===== config.mk =====
export PLATFORM = sky130hd
export DESIGN_NAME = fn_sweep_ctrl
export DESIGN_NICKNAME = d
export VERILOG_FILES = /design/src/rtl/fn_sweep_ctrl.sv
export SDC_FILE = /design/constraint.sdc
export NUM_CORES = 1
export LEC_CHECK = 0
export ABC_CLOCK_PERIOD_IN_PS = 1780
export CORE_MARGIN = 2
export CORE_UTILIZATION = 46
export CTS_CLUSTER_SIZE = 20
export DETAILED_ROUTE_END_ITERATION = 10
export MAX_ROUTING_LAYER = met4
export PLACE_DENSITY = 0.75
export SLEW_MARGIN = 10
export SYNTH_ARGS = -nofsm -noshare
export SYNTH_HDL_FRONTEND = slang
export SYNTH_SLANG_ARGS = --single-unit
export TNS_END_PERCENT = 20

===== constraint.sdc =====
create_clock -name clk -period 1.78 [get_ports clk]
set_input_delay 0.356 -clock clk [delete_from_list [all_inputs] [get_ports clk]]
set_output_delay 0.356 -clock clk [all_outputs]
set_load 0.005 [all_outputs]

===== src/rtl/fn_sweep_ctrl.sv =====
// Self-test sequencer for a 4-input combinational unit: sweeps {a,b,c,d} = 0..15,
// samples f_in after SETTLE cycles per vector, and scores the captured table against EXPECTED.
module fn_sweep_ctrl #(
  parameter logic [2:0]  SETTLE   = 3'd1,
  parameter logic [15:0] EXPECTED = 16'hF830
) (
  input  logic        clk,
  input  logic        reset,
  input  logic        start,
  input  logic        abort,
  input  logic        f_in,
  output logic        a,
  output logic        b,
  output logic        c,
  output logic        d,
  output logic        busy,
  output logic        done,
  output logic        pass,
  output logic [4:0]  err_cnt,
  output logic [3:0]  first_bad,
  output logic [15:0] table_out
);

  localparam logic [1:0] S_IDLE = 2'd0;
  localparam logic [1:0] S_RUN  = 2'd1;
  localparam logic [1:0] S_DONE = 2'd2;

  localparam logic [2:0] SETTLE_LAST = SETTLE - 3'd1;

  logic [1:0]  state_q, state_d;
  logic [3:0]  vec_q, vec_d;
  logic [2:0]  settle_q, settle_d;
  logic [15:0] table_q, table_d;
  logic [4:0]  err_q, err_d;
  logic [3:0]  first_bad_q, first_bad_d;
  logic        pass_q, pass_d;
  logic        busy_q, busy_d;
  logic        done_q, done_d;
  logic [3:0]  abcd_q, abcd_d;

  always_comb begin
    // NOTE: every variable gets a default before the case so no path can leave it unassigned (no latch).
    state_d     = state_q;
    vec_d       = vec_q;
    settle_d    = settle_q;
    table_d     = table_q;
    err_d       = err_q;
    first_bad_d = first_bad_q;
    pass_d      = pass_q;

    case (state_q)
      S_IDLE: begin
        if (start) begin
          state_d     = S_RUN;
          vec_d       = 4'd0;
          settle_d    = 3'd0;
          table_d     = 16'd0;
          err_d       = 5'd0;
          first_bad_d = 4'd0;
          pass_d      = 1'b0;
        end
      end
      S_RUN: begin
        // Abort takes priority over the sample that would otherwise land on this edge.
        if (abort) begin
          state_d  = S_IDLE;
          vec_d    = 4'd0;
          settle_d = 3'd0;
        end else if (settle_q == SETTLE_LAST) begin
          table_d[vec_q] = f_in;
          if (f_in != EXPECTED[vec_q]) begin
            err_d = err_q + 5'd1;
            if (err_q == 5'd0) first_bad_d = vec_q;
          end
          settle_d = 3'd0;
          vec_d    = vec_q + 4'd1;
          if (vec_q == 4'd15) begin
            state_d = S_DONE;
            pass_d  = (err_d == 5'd0);
          end
        end else begin
          settle_d = settle_q + 3'd1;
        end
      end
      S_DONE:  state_d = S_IDLE;
      default: state_d = S_IDLE;
    endcase

    // Outputs are registered from the next state so they line up with the state they describe.
    busy_d = (state_d == S_RUN);
    done_d = (state_d == S_DONE);
    abcd_d = busy_d ? vec_d : 4'd0;
  end

  always_ff @(posedge clk) begin
    // NOTE: sequential state uses non-blocking assignments so all flops update together.
    if (reset) begin
      state_q     <= S_IDLE;
      vec_q       <= 4'd0;
      settle_q    <= 3'd0;
      table_q     <= 16'd0;
      err_q       <= 5'd0;
      first_bad_q <= 4'd0;
      pass_q      <= 1'b0;
      busy_q      <= 1'b0;
      done_q      <= 1'b0;
      abcd_q      <= 4'd0;
    end else begin
      state_q     <= state_d;
      vec_q       <= vec_d;
      settle_q    <= settle_d;
      table_q     <= table_d;
      err_q       <= err_d;
      first_bad_q <= first_bad_d;
      pass_q      <= pass_d;
      busy_q      <= busy_d;
      done_q      <= done_d;
      abcd_q      <= abcd_d;
    end
  end

  assign {a, b, c, d} = abcd_q;
  assign busy         = busy_q;
  assign done         = done_q;
  assign pass         = pass_q;
  assign err_cnt      = err_q;
  assign first_bad    = first_bad_q;
  assign table_out    = table_q;

endmodule


==> flow_metrics.py, run 1 <==
metrics = {
    "logic_synthesis": {
        "ys_top_cells_by_area": "dfxtp_1 42%, a21oi_1 9.3%, ha_1 5.0%, o21ai_0 5.0%, nand3_1 4.3%",
        "ys_seq_area_frac": 0.4224,
        "synth.distinct_cells": 40,
        "synthFlopType": "dfxtp_1",
        "syn_nets": 252,
        "synth_edf_count": 0,
        "syn-cell-area_um2": 1991,
        "ys_warn_count": 0,
        "synth_top_cell_area_share": 0.4224,
        "syn_avg_cell_area_um2": 8.329,
        "synth_top_family_by_area": "compound AO/OA/AOI/OAI gates",
        "postSynth.asyncResetShare": 0,
        "synth_xor_area_frac": 0.02200,
        "yosys.area_share.simple": 0.2074,
        "synth_mux_area_frac": 0.005028,
        "synth_top_area_cell": "dfxtp_1",
        "synth-compound-area-share": 0.2288,
        "ys_ff_latch": 42,
        "synth_cells": 239,
        "synthAdderAreaFrac": 0.05028,
    },
    "hold_path": {
        "hold_path_class": "reg2reg",
    },
    "timing": {
        "slew_headroom": 0.6585,
        "skew_ps": 4.103,
        "hold_slack_ps": 476.9,
        "fmax_mhz": 585.5,
        "rsz0062_at_grt": "no",
        "finalCritPeriodShare": 0.9595,
        "finalSetupViolCount": 0,
        "tightest_slew_ps": 511.3,
        "slew_viol_final": 0,
        "period_minus_slack_ps": 1708,
        "finalSetupTns_ps": 0,
        "hold_viol": 0,
    },
    "clock_tree": {
        "clk_path_buf_depth": 2,
        "cts_hold_buf": 0,
        "cts_tree": "yes",
        "cts.clk_slew.worst_paths_ps": 80,
        "clock_sinks": 42,
        "clock_latency_ps": 300,
        "cts_root_buf": "clkbuf_8",
        "numCtsBuffers": 5,
        "h-tree-depth": 2,
    },
    "floorplanning": {
        "coreArea_um2": 4086,
        "initial_core_util": 0.4871,
        "die-height_um": 69.79,
        "num_rows": 23,
        "pin_count": 37,
        "dieWidth_um": 69.79,
        "fp.dieArea_um2": 4870,
    },
    "setup_path": {
        "cp_num_buf_inv": 2,
        "cpMaxStageDelayCell": "clkdlybuf4s50_1",
        "cp_max_fo": 16,
        "crit_type": "in2reg",
        "cp_top_family": "simple AND/OR/NAND/NOR gates",
        "endpoint_kind": "flip-flop",
        "cp_data_required_time_ps": 2010,
        "worstPathArrival_ps": 1940,
        "startpoint_type": "primary input",
        "critPathMaxStageDelay_ps": 430,
        "worstPathCellList": "clkdlybuf4s50_1, nand4bb_2, or2_4, nor3_4, buf_12, nand4_1, a21oi_2",
    },
    "final_layout": {
        "nets": 308,
        "drive_above_1_share": 0.1655,
        "final_core_util": 0.6607,
        "final_cell_mix": "42 x dfxtp_1, 36 x clkdlybuf4s50_1, 35 x a21oi_1, 30 x buf_4, 22 x nor2_1",
        "stdcell_area_um2": 2700,
        "layoutNonFillerInstCount": 346,
        "antenna_cells": 0,
        "final_common_cell": "dfxtp_1",
        "multi_input_area_um2": 1059,
        "seq_area_um2": 840.8,
        "syn2layout_area_growth_pct": 35.64,
        "fillerInstances": 356,
    },
    "drt": {
        "postRouteWirelength_mm": 4.571,
        "first_pass_iters": 4,
        "drc_errors": 0,
        "drt_iter0_drc": 153,
        "vias": 1877,
        "drtAntennaViolNets": 0,
        "via_per_inst": 5.425,
        "post_drt_wl_per_cell_um": 13.21,
    },
    "status": {
        "status": "completed",
    },
    "place": {
        "place_area_um2": 2569,
        "port-buffer-count": 36,
        "dp_hpwl_mm": 3.366,
        "gp_congestion": 0.8881,
        "place_inst": 338,
    },
    "global_route": {
        "antenna_found_initial": 0,
        "globalRouteMet3Util": 0.05087,
        "grtUsageMet2": 0.3058,
        "gr-total-overflow": 0,
        "grt_pass1_wl_mm": 7.838,
        "grt_pass1_vias": 1734,
        "grt_max_degree": 17,
        "busiest_layer": "met2",
        "track_usage": 0.2035,
        "use_met1": 0.2644,
    },
    "flow_run": {
        "drv_cap": 0,
    },
    "pwr": {
        "ir_drop_mv": 0.5188,
        "power_per_cell_area_nw_per_um2": 660.2,
        "p_leak_nw": 1.004,
    },
}
worst paths after layout:
path                 from             to  slack (ps)  depth (start not counted)
max                 abort  table_out[13]          70                          7
min reg2reg  table_out[0]   table_out[0]         480                          2
max reg2reg   settle_q[0]  table_out[13]          80                          8
min          table_out[0]   table_out[0]         480                          2
worst register-to-register path, cell delays in order, from the launching register on:
cell and delay [ps]:
dfxtp_1 340, inv_1 110, ha_4 170, nand4bb_2 140, or2_4 270, nor3_4 150
buf_12 170, nand4_1 120, a21oi_2 170
synthesized netlist by cell type, types with 3 or more instances:
| master | n |
|---|---|
| inv_1 | 10 |
| o21bai_1 | 4 |
| xnor2_1 | 3 |
| nor2b_1 | 4 |
| nor2_1 | 22 |
| buf_2 | 6 |
| clkbuf_1 | 10 |
| ha_1 | 8 |
| a31oi_1 | 6 |
| o21ai_0 | 20 |
| nand2b_1 | 4 |
| nor3_1 | 6 |
| a22oi_1 | 4 |
| dfxtp_1 | 42 |
| nand4_1 | 6 |
| nand3_1 | 17 |
| a21oi_1 | 37 |
layout make-up:
| cell class | count | area share |
|---|---|---|
| clock buffer | 6 | 0.03058 |
| clock inverter | 2 | 0.004634 |
| inverter | 10 | 0.01390 |
| multi-input combinational | 169 | 0.3920 |
| sequential | 42 | 0.3114 |
| tap | 50 | 0.02317 |
| timing repair buffer | 67 | 0.2243 |
registers in the layout, indices dropped and copies added, names as in the netlist, named ones only:
register / flops
done: 1
settle_q: 3
abcd_q: 4
state_q: 2
pass: 1
vec_q: 4
busy: 1
first_bad: 4
err_cnt: 5
table_out: 16
per-stage QoR:
step                setup slack [ps]  power [mW]
floorplan                      61.69       1.072
global placement              -167.2       1.159
detailed placement            -259.9       1.159
CTS                            17.99       1.798
global route                   2.529       1.878
finish                         72.03       1.783
repair_timing:
| action | 4_1_cts | 5_1_grt |
|---|---|---|
| endpoints found under the setup margin | 1 | 18 |
| resized for setup | 1 | 9 |
| gates cloned | 0 | 0 |
| setup buffers | 0 | 0 |
layer usage:
metal	part of all wire	wire (um)
met2	0.46	2102
met1	0.48	2191
met4	0.017	76
met5	0	0
met3	0.044	200
cells by family (layout without fill, tap and decap cells):
family,after synthesis,after routing
adders and majority gates,8,8
buffers and inverters,28,85
xor gates and xnor gates,5,5
DFF,42,42
AOI/OAI and AO/OA,80,80
and+or+nand+nor,75,75
muxes,1,1
power breakdown:
group / switching (mW) / total, mW / internal, mW
combinational: 0.100 / 0.190 / 0.0900
clock: 0.329 / 0.640 / 0.312
sequential: 0.00632 / 0.952 / 0.946
Note: power is estimated with default switching activity, not from simulation.
==> run 2, diff against run 1 <==
--- a/config.mk
+++ b/config.mk
@@ -6,6 +6,7 @@
 export NUM_CORES = 1
 export LEC_CHECK = 0
 export ABC_CLOCK_PERIOD_IN_PS = 1780
+export CAP_MARGIN = 10
 export CORE_MARGIN = 2
 export CORE_UTILIZATION = 46
 export CTS_CLUSTER_SIZE = 20
==> results of run 2 <==
The final DEF is identical to that of run 1; final timing and power are the same.
